## src/rtl/valrdy_pkg.sv

```systemverilog
// Shared types and helpers for the val/rdy serializer.
package valrdy_pkg;

    typedef enum logic {
        IDLE = 1'b0,
        SEND = 1'b1
    } state_e;

    // Beat counter width; a single-beat message still needs a one-bit counter.
    function automatic int unsigned cnt_width(input int unsigned n);
        return (n <= 1) ? 1 : $clog2(n);
    endfunction

endpackage

```

## src/rtl/ff.sv

```systemverilog
// Generic enable flop with asynchronous active-high reset.
module ff #(
    parameter int unsigned          Width    = 1,
    parameter logic [Width-1:0]     ResetVal = '0
) (
    input  logic             i_clk,
    input  logic             i_rst,
    input  logic             i_en,
    input  logic [Width-1:0] i_d,
    output logic [Width-1:0] o_q
);

    always_ff @(posedge i_clk or posedge i_rst) begin
        if (i_rst) begin
            o_q <= ResetVal;
        end else if (i_en) begin
            o_q <= i_d;
        end
    end

endmodule

```

## src/rtl/valrdy_serializer.sv

```systemverilog
// Val/rdy serializer: one wide message in, nbeats narrow beats out.
// Define VALRDY_SER_MSB_FIRST_EN to emit the most-significant beat first.
module valrdy_serializer
    import valrdy_pkg::*;
#(
    parameter int unsigned bitwidth = 32,
    parameter int unsigned nbeats   = 4
) (
    input  logic                         clk,
    input  logic                         reset,
    input  logic                         snd_val,
    output logic                         snd_rdy,
    input  logic [bitwidth-1:0]          snd_msg,
    output logic                         rcv_val,
    input  logic                         rcv_rdy,
    output logic [bitwidth/nbeats-1:0]   rcv_msg,
    output logic                         rcv_last
);

    localparam int unsigned     BW      = bitwidth / nbeats;
    localparam int unsigned     CW      = cnt_width(nbeats);
    localparam logic [CW-1:0]   LastCnt = CW'(nbeats - 1);

    if ((nbeats < 1) || ((bitwidth % nbeats) != 0)) begin : g_param_err
        $error("valrdy_serializer: bitwidth must be a non-zero multiple of nbeats");
    end

    state_e              r_state;
    logic                r_state_raw;
    state_e              w_state_d;
    logic [CW-1:0]       r_cnt;
    logic [CW-1:0]       w_cnt_d;
    logic                w_cnt_en;
    logic [bitwidth-1:0] r_sreg;
    logic [bitwidth-1:0] w_sreg_d;
    logic [bitwidth-1:0] w_sreg_shift;
    logic [BW-1:0]       w_beat;
    logic                w_last;
    logic                w_up_xfer;
    logic                w_dn_xfer;

    ff #(
        .Width    (1),
        .ResetVal (1'b0)
    ) u_state_ff (
        .i_clk (clk),
        .i_rst (reset),
        .i_en  (1'b1),
        .i_d   (w_state_d),
        .o_q   (r_state_raw)
    );

    assign r_state = state_e'(r_state_raw);

    ff #(
        .Width    (CW),
        .ResetVal ('0)
    ) u_cnt_ff (
        .i_clk (clk),
        .i_rst (reset),
        .i_en  (w_cnt_en),
        .i_d   (w_cnt_d),
        .o_q   (r_cnt)
    );

    always_ff @(posedge clk or posedge reset) begin
        if (reset) begin
            r_sreg <= '0;
        end else begin
            r_sreg <= w_sreg_d;
        end
    end

`ifdef VALRDY_SER_MSB_FIRST_EN
    assign w_beat       = r_sreg[bitwidth-1 -: BW];
    assign w_sreg_shift = r_sreg << BW;
`else
    assign w_beat       = r_sreg[BW-1:0];
    assign w_sreg_shift = r_sreg >> BW;
`endif

    assign w_last    = (r_state == SEND) && (r_cnt == LastCnt);
    assign w_up_xfer = snd_val & snd_rdy;
    assign w_dn_xfer = rcv_val & rcv_rdy;

    // Next-state: state, beat counter and shift register.
    always_comb begin
        w_state_d = r_state;
        w_cnt_d   = r_cnt;
        w_cnt_en  = 1'b0;
        w_sreg_d  = r_sreg;
        unique case (r_state)
            IDLE: begin
                if (w_up_xfer) begin
                    w_sreg_d  = snd_msg;
                    w_cnt_d   = '0;
                    w_cnt_en  = 1'b1;
                    w_state_d = SEND;
                end
            end
            SEND: begin
                if (w_dn_xfer) begin
                    if (!w_last) begin
                        w_sreg_d = w_sreg_shift;
                        w_cnt_d  = r_cnt + CW'(1);
                        w_cnt_en = 1'b1;
                    end else if (snd_val) begin
                        // Reload on the final beat so back-to-back messages have no bubble.
                        w_sreg_d = snd_msg;
                        w_cnt_d  = '0;
                        w_cnt_en = 1'b1;
                    end else begin
                        w_state_d = IDLE;
                    end
                end
            end
            default: begin
                w_state_d = IDLE;
            end
        endcase
    end

    // Outputs; snd_rdy is combinational on rcv_rdy during the final beat.
    always_comb begin
        snd_rdy  = 1'b0;
        rcv_val  = 1'b0;
        rcv_msg  = '0;
        rcv_last = 1'b0;
        unique case (r_state)
            IDLE: begin
                snd_rdy = 1'b1;
            end
            SEND: begin
                rcv_val  = 1'b1;
                rcv_msg  = w_beat;
                rcv_last = w_last;
                snd_rdy  = w_last & rcv_rdy;
            end
            default: begin
                snd_rdy = 1'b0;
            end
        endcase
    end

endmodule

```

## config.mk

```make
export PLATFORM = sky130hd
export DESIGN_NAME = valrdy_serializer
export DESIGN_NICKNAME = d
export VERILOG_FILES = /design/src/rtl/valrdy_pkg.sv /design/src/rtl/ff.sv /design/src/rtl/valrdy_serializer.sv
export SDC_FILE = /design/constraint.sdc
export NUM_CORES = 1
export LEC_CHECK = 0
export CORE_ASPECT_RATIO = 0.8
export CORE_MARGIN = 8
export CORE_UTILIZATION = 52
export CTS_CLUSTER_DIAMETER = 80
export DETAILED_ROUTE_END_ITERATION = 8
export PLACE_DENSITY_LB_ADDON = 0.08
export SYNTH_ARGS = -nofsm -noshare
export SYNTH_HDL_FRONTEND = slang
export SYNTH_SLANG_ARGS = --single-unit
export TNS_END_PERCENT = 20
```

## constraint.sdc

```tcl
create_clock -name clk -period 3 [get_ports clk]
set_clock_uncertainty 0.1 [all_clocks]
set_input_delay 0.6 -clock clk [delete_from_list [all_inputs] [get_ports clk]]
set_output_delay 0.6 -clock clk [all_outputs]
set_load 0.005 [all_outputs]
```

==> results by stage, run 1 <==
STA:
- The worst slack on hold paths is 406 ps.
- Headroom to the max-slew limit came out at 0.480.
- The clock period could shrink to 2550 ps.
- The total count of hold-check failures in the final report is 0.
- The setup violation total in the final timing report is 0.
- The post-route clock period utilization is 0.851.
- Based on the critical path, the design can be clocked at up to 392 MHz.
- The slew at the pin with the worst max-slew slack is 780 ps.
- For the final routed database, the setup TNS stands at 0 ps.
- The total count of max-transition violations in the final report came to 0.
- Setup repair after global routing left no endpoint under its margin.

Cells and area:
- Measured on the finished design, the core utilization comes to 0.702.
- Of the cells placed in the final design, the portion with a size suffix greater than 1 is 0.347.
- The layout-stage area growth over the synthesis result is 29.0%.
- The antenna diode instance count is 0.
- The layout net count is 206.

Yosys:
- Counting every instance in the synthesized netlist gives 122.
- The synthesized net count is 159.
- The share of the Yosys chip area taken by registers is 0.470.
- The compound-gate portion of the synthesized area is 0.0550.
- Counting flops with an async set or reset pin after synthesis yields a share of 1.00.
- The synthesized area per cell is 15.3 um2.
- After synthesis, the largest family of logic cells by area is multiplexers.
- The area share of the largest cell type after synthesis is 0.470.
- The number of enable flip-flop cells after synthesis is 0.
- The post-synthesis share of cell area spent on and, or, nand and nor gates is 0.0456.
- The flip-flop and latch count after synthesis is 35.
- The share of the synthesized netlist area taken by xor and xnor gates is 0.
- After synthesis, the share of cell area in mux cells is 0.379.
- The Yosys step of the flow raised 0 warnings.
- The library cell with the highest instance count after synthesis is mux2_4.
- The adder and majority cell fraction of the synthesized area is 0.00671.
- In this run the cell area of the synthesized design comes to 1860 um2.
- In the synthesized netlist the dominant register cell turns out to be dfrtp_1.
- The number of different library cells in the post-synthesis netlist is 18.
- By count the netlist is led by 41 x mux2_4, 35 x dfrtp_1, 9 x and2_1.
- Of all cell types, the one taking the most synthesized area is dfrtp_1.
- After synthesis, the cell types taking the most area are dfrtp_1 47%, mux2_4 33%, mux2_2 4.8%.

Run status:
- The flow ran to the end, and the final reports show no timing, DRC or antenna violations.

Clocking:
- The clock reaches the later pin of the worst-skew pair after 280 ps.
- TritonCTS created 5 clock buffers.
- The count of instances resized after the clock tree is built is 0.
- The depth of the CTS H-tree is 2.
- The cell at the root of the clock tree is clkbuf_8.
- The quantity of hold-fixing buffers added after cts is 0.
- TritonCTS built the clock tree.
- The maximum buffer depth of the clock tree is 2.
- The number of sinks handled by clock tree synthesis is 35.
- The post-CTS setup repair buffer count is 0.
- After clock tree synthesis, the clock-pin slew on the worst setup and hold paths is 60 ps.

Floorplan:
- The number of placed I/O pins is 47.
- The effective utilization at floorplan is 0.545.
- The area of the die is 5770 um2.
- In this run the core area contains 19 standard-cell rows.
- The floorplan die height is 69.6 um.
- The die is 82.9 um wide.
- The total core area is 3420 um2.

GRT:
- The first global-routing pass estimated 5.60 mm of wire.
- Entering global routing, the biggest net connects 36 pins.
- The number of global-route vias before repair is 1202.
- For this run the aggregate overflow at the end of global routing stands at 0.
- In the global route stage, overall resource usage came out at 0.119.
- The initial antenna violation count came to 0.

Setup path:
- The worst setup path is of the in2out kind.
- The worst setup path is launched from an input pin.
- The arrival time at the worst endpoint is 1850 ps.
- STA classifies the critical path endpoint as a primary output.
- The highest net fanout along the worst path is 4.
- The required time at the endpoint of the critical path is 2300 ps.

Power:
- Summed over all cells, the static leakage comes to 1.14 nW.
- Across the VDD grid, the largest voltage drop is 0.662 mV.
- The total power after layout is 0.00208 W.
- The power density relative to cell area is 864 nW/um2.

Placement:
- During placement, the flow inserted port buffers numbering 46.
- The weighted congestion reported at the end of routability-driven placement is 0.794.
- The placed wire-length estimate after detailed placement is 2.51 mm.

Routing:
- The number of search-and-repair iterations in the first detailed-routing pass is 4.
- After detailed routing, the total wire length is 3.36 mm.
- The number of violations reported at the end of detailed-routing iteration 0 is 34.
- In the final routed layout, each cell accounts on average for 15.8 um.
- For this run, design rule violations remaining after detail routing come to 0.
- After detailed routing, the number of vias per cell comes to 5.09.
- The routed layout has 1079 vias.
- The post-detailed-route count of antenna-violating nets is 0.

Run:
- Max-cap violations in this run came to 0.

Worst hold path:
- The path class of the lowest-slack min-delay path is reg2reg.
-- worst paths after layout --
path / startpoint / endpoint / slack (ps) / cells past startpoint
worst max-delay path: rcv_rdy / snd_rdy / 450 / 4
worst min-delay path: r_sreg[7]$_DFFE_PP0P_ / r_sreg[7]$_DFFE_PP0P_ / 410 / 1
max in group asynchronous: reset / r_sreg[28]$_DFFE_PP0P_ / 1870 / 3
worst max register to register: u_cnt_ff.o_q[0]$_DFFE_PP0P_ / r_sreg[12]$_DFFE_PP0P_ / 840 / 4
worst min register to register: r_sreg[7]$_DFFE_PP0P_ / r_sreg[7]$_DFFE_PP0P_ / 410 / 1
min in group asynchronous: reset / r_sreg[0]$_DFFE_PP0P_ / 620 / 3
-- sequential cells by signal, indices dropped and copies added, names as in the netlist --
signal	cells
r_sreg	32
u_state_ff.o_q	1
u_cnt_ff.o_q	2
-- metal layers --
| metal | vias to the layer above | routed length [um] | track usage |
|---|---|---|---|
| li1 | 530 | - | - |
| met1 | 509 | 1610 | 0.145 |
| met2 | 35 | 1550 | 0.184 |
| met3 | 5 | 164 | 0.0516 |
| met4 | 0 | 36 | 0.0370 |
| met5 | - | 0 | 0 |
-- critical path, stage by stage --
cell	delay (ps)
clkdlybuf4s50_1	470
a21boi_1	250
inv_1	80
clkdlybuf4s50_1	460
-- final cells by class --
type	instances	area, um2
Fill cell	244	1020
Multi-Input combinational cell	76	908
Sequential cell	35	876
Timing Repair Buffer	48	475
Clock buffer	7	76.3
Tap cell	42	52.6
Inverter	3	11.3
Clock inverter	1	5.00
-- placed cells by master, fill, tap and decap left out, drive strengths merged --
cell type and n:
mux2 49, clkdlybuf4s50 46, dfrtp 35, and2 9, a22o 8, clkbuf 7
inv 3, nor2b 2, buf 2, nand2b 1, o22a 1, a21boi 1
or2 1, o22ai 1, a32o 1, nor2 1, ha 1, clkinv 1
-- per-stage QoR --
stage | worst slack (ps) | cell area, um2 | instances
CTS | 479 | 2400 | 212
global placement | 535 | 2320 | 204
floorplan | 1230 | 1860 | 122
detailed placement | 484 | 2320 | 204
global route | 442 | 2400 | 212
finish | 446 | 2400 | 212
-- power by group --
group | internal (W) | leakage, nW | total, W | switching [W]
Combinational | 0.000714 | 0.642 | 0.00103 | 0.000313
Sequential | 0.000636 | 0.453 | 0.000732 | 0.0000959
Clock | 0.000163 | 0.0422 | 0.000319 | 0.000156
-- cell families after synthesis --
logic type	count (synthesis)
buf+inv	11
flops	35
mux	49
fa+ha+maj	1
compound gates	12
simple gates	14
(Power assumes the default switching activity.)
==> run 2, diff against run 1 <==
--- a/config.mk
+++ b/config.mk
@@ -7,7 +7,8 @@
 export LEC_CHECK = 0
 export CORE_ASPECT_RATIO = 0.8
 export CORE_MARGIN = 8
-export CORE_UTILIZATION = 52
+export CORE_UTILIZATION = 44
+export CTS_BUF_LIST = sky130_fd_sc_hd__clkbuf_16
 export CTS_CLUSTER_DIAMETER = 80
 export DETAILED_ROUTE_END_ITERATION = 8
 export PLACE_DENSITY_LB_ADDON = 0.08
==> constraint.sdc (replaced) <==
create_clock -name clk -period 2.21 [get_ports clk]
set_clock_uncertainty 0.1 [all_clocks]
set_input_delay 0.442 -clock clk [delete_from_list [all_inputs] [get_ports clk]]
set_output_delay 0.442 -clock clk [all_outputs]
set_load 0.005 [all_outputs]
==> run 2 against run 1 <==
  * Combinational power up 39%
  * Largest cell class unchanged
  * Critical path depth unchanged
  * Sequential share of layout area down 1.6 points
  * Cell count up 8.5%
==> results by stage, run 2 (synthesis results as in run 1) <==
Run status:
- The run finished with clean final reports.

Setup path:
- The signal on the critical path passes through ha_1 > a21boi_2 > inv_1 > clkdlybuf4s50_1.
- The worst setup path is captured at a primary output.
- The class of the most critical setup path is reg2out.
- The worst setup path is launched from a flop.
- At the worst endpoint, the required time is 1670 ps.
- The slowest stage of the critical path is the clkdlybuf4s50_1 cell.
- For the worst setup path, the data arrival time is 1600 ps.
- The largest stage delay on the critical path is 450 ps.
- The highest net fanout along the worst path is 4.

GRT:
- Global routing finished with a remaining overflow of 0.
- The number of global-route vias before repair was 1179.
- The pin count of the biggest net entering global routing is 36.
- The initial antenna violation count was 0.
- The first global-routing pass estimated 5.83 mm of wire.
- The global router's overall resource usage is 0.119.

Floorplan:
- After floorplanning, the core was divided into 21 placement rows.
- The effective utilization at floorplan is 0.452.
- The floorplan die height is 74.2 um.
- The number of placed I/O pins is 47.
- The total area inside the core boundary comes to 4130 um2.
- The area of the die is 6590 um2.
- The die is 88.8 um wide.

Routing:
- The average wire per cell in the routed design is 15.3 um.
- The routed layout has 1103 vias.
- In the routed design, unresolved DRC markers number 0.
- For this block, the routed nets add up to 3.52 mm of wire.
- The detail route stage leaves a number of antenna-violating nets equal to 0.
- In this run, the number of DRC markers left after iteration 0 of detailed routing was 43.
- The detail-routed via count per cell is 4.80.
- The number of search-and-repair iterations in the first detailed-routing pass is 2.

Clocking:
- The insertion delay to the later sink of the worst-skew pair is 280 ps.
- The tree built by TritonCTS fans out to 35 sinks.
- The depth of the CTS H-tree is 2.
- The clock input transition at the sequential cells of the worst setup and hold paths is 50 ps.
- The CTS tree is yes.
- The clock passes through at most 2 buffers.
- The quantity of hold-fixing buffers added after cts is 0.
- The clock buffer count from CTS is 5.
- The cell at the root of the clock tree is clkbuf_16.

Power:
- The proportion of total power due to net switching is 0.265.
- The peak supply drop is 0.572 mV.
- The static power due to leakage is 1.19 nW.
- The net load switching power is 0.000818 W.
- The share of total power dissipated in combinational logic is 0.465.
- The share of total power dissipated in sequential elements is 0.323.
- The power density relative to cell area is 1220 nW/um2.
- The internal portion of the total power is 0.00226 W.
- The total power after layout is 0.00308 W.
- The clock share of power is 0.212.

Cells and area:
- The largest registers in the layout are r_sreg: 32 flops, u_cnt_ff.o_q: 2 flops, u_state_ff.o_q: 1 flops.
- 0 antenna diodes ended up in the layout.
- The share of layout cells above drive strength 1 is 0.370.
- The area growth from synthesis to layout is 35.2%.
- Counting flops per register, the top entry is r_sreg.
- The library cells used most frequently in the layout, excluding fill and tap cells, are 46 x clkdlybuf4s50_1, 41 x mux2_4, 34 x dfrtp_1, 9 x and2_1.
- The most common library cell in the layout ignoring fill and taps is clkdlybuf4s50_1.
- The number of flip-flops in the largest register is 32.
- The utilization of the core after routing is 0.611.
- The layout net count is 209.

STA:
- The slew at the pin with the worst max-slew slack is 633 ps.
- The post-route clock period utilization is 0.969.
- The setup violation total in the final timing report is 0.
- The worst-case headroom to the max-slew limit is 0.578.
- The total count of hold-check failures in the final report came to 0.
- For the finished layout, the period the worst path requires is 2140 ps.
- After routing, the total negative slack on setup checks comes to 0 ps.
- The total count of max-transition violations in the final report came to 0.
- Derived from the worst setup path, the maximum achievable clock frequency is 467 MHz.
- The minimum setup slack in the final design is 68.4 ps.
- Setup repair after global routing left no endpoint under its margin.

Placement:
- The setup slack after placement is 66.1 ps.
- The placed wire-length estimate after detailed placement is 2.54 mm.
- The total of buffers placed on input and output ports is 46.
- The weighted congestion reported at the end of routability-driven placement is 0.771.

Worst hold path:
- The path class of the lowest-slack min-delay path is reg2reg.

Run:
- Across the run, the number of max-cap violations was 0.
[run 2: changes by cell type in the layout (fill, tap and decap cells not counted), sizes merged]
cell / change
buf: +3
inv: +2
clkbuf: -2
[run 2: power groups by stage]
stage | Sequential (W) | Combinational (W) | Clock, W
5_1_grt | 0.00103 | 0.00154 | 0.000702
6_report | 0.000996 | 0.00143 | 0.000654
3_5_place_dp | 0.00101 | 0.00144 | 0
4_1_cts | 0.000999 | 0.00145 | 0.000676
2_1_floorplan | 0.000955 | 0.00115 | 0
3_3_place_gp | 0.000996 | 0.00140 | 0
[run 2: what timing repair did]
item / 4_1_cts / 5_1_grt
setup buffers: 0 / 1
pin swaps: 0 / 1
setup endpoints to repair: 1 / 1
gates resized for setup: 2 / 0
[run 2: path summary, 6_finish.rpt]
check / startpoint / to / slack (ps) / cells after the start
max in group asynchronous: reset / u_state_ff.o_q$_DFF_PP0_ / 1190 / 3
max reg2reg: u_cnt_ff.o_q[0]$_DFFE_PP0P_ / r_sreg[1]$_DFFE_PP0P_ / 190 / 5
min: r_sreg[2]$_DFFE_PP0P_ / r_sreg[2]$_DFFE_PP0P_ / 400 / 1
min in group asynchronous: reset / r_sreg[5]$_DFFE_PP0P_ / 470 / 3
max: u_cnt_ff.o_q[0]$_DFFE_PP0P_ / snd_rdy / 70 / 4
min reg2reg: r_sreg[2]$_DFFE_PP0P_ / r_sreg[2]$_DFFE_PP0P_ / 400 / 1
[run 2: per-stage QoR]
step           hold WS (ps)  cells  cell area (um2)
6_report                397    230             2520
5_1_grt                 411    230             2520
4_1_cts                 401    229             2510
3_5_place_dp            384    221             2370
3_3_place_gp            380    221             2370
2_1_floorplan           370    122             1860
[run 2: final cells by class]
type / instances / area (um2)
inverter: 3 / 11.3
clock inverter: 3 / 12.5
timing repair buffer: 51 / 510
fill: 315 / 1610
multi-input combinational: 76 / 912
sequential: 35 / 877
tap: 57 / 71.3
clock buffer: 5 / 125
[run 2: critical path, delay by kind of cell (launching register included)]
kind | cells | cell delay, ps
buf+inv | 2 | 500
fa+ha+maj | 1 | 260
compound gates | 1 | 160
flops | 1 | 400
[run 2: layer usage]
metal  vias up  track usage  wire, um
met1       528        0.162      1720
met3         6       0.0419       238
met4         0       0.0673        65
met2        31        0.158      1500
li1        538            -         -
met5         -            0         0
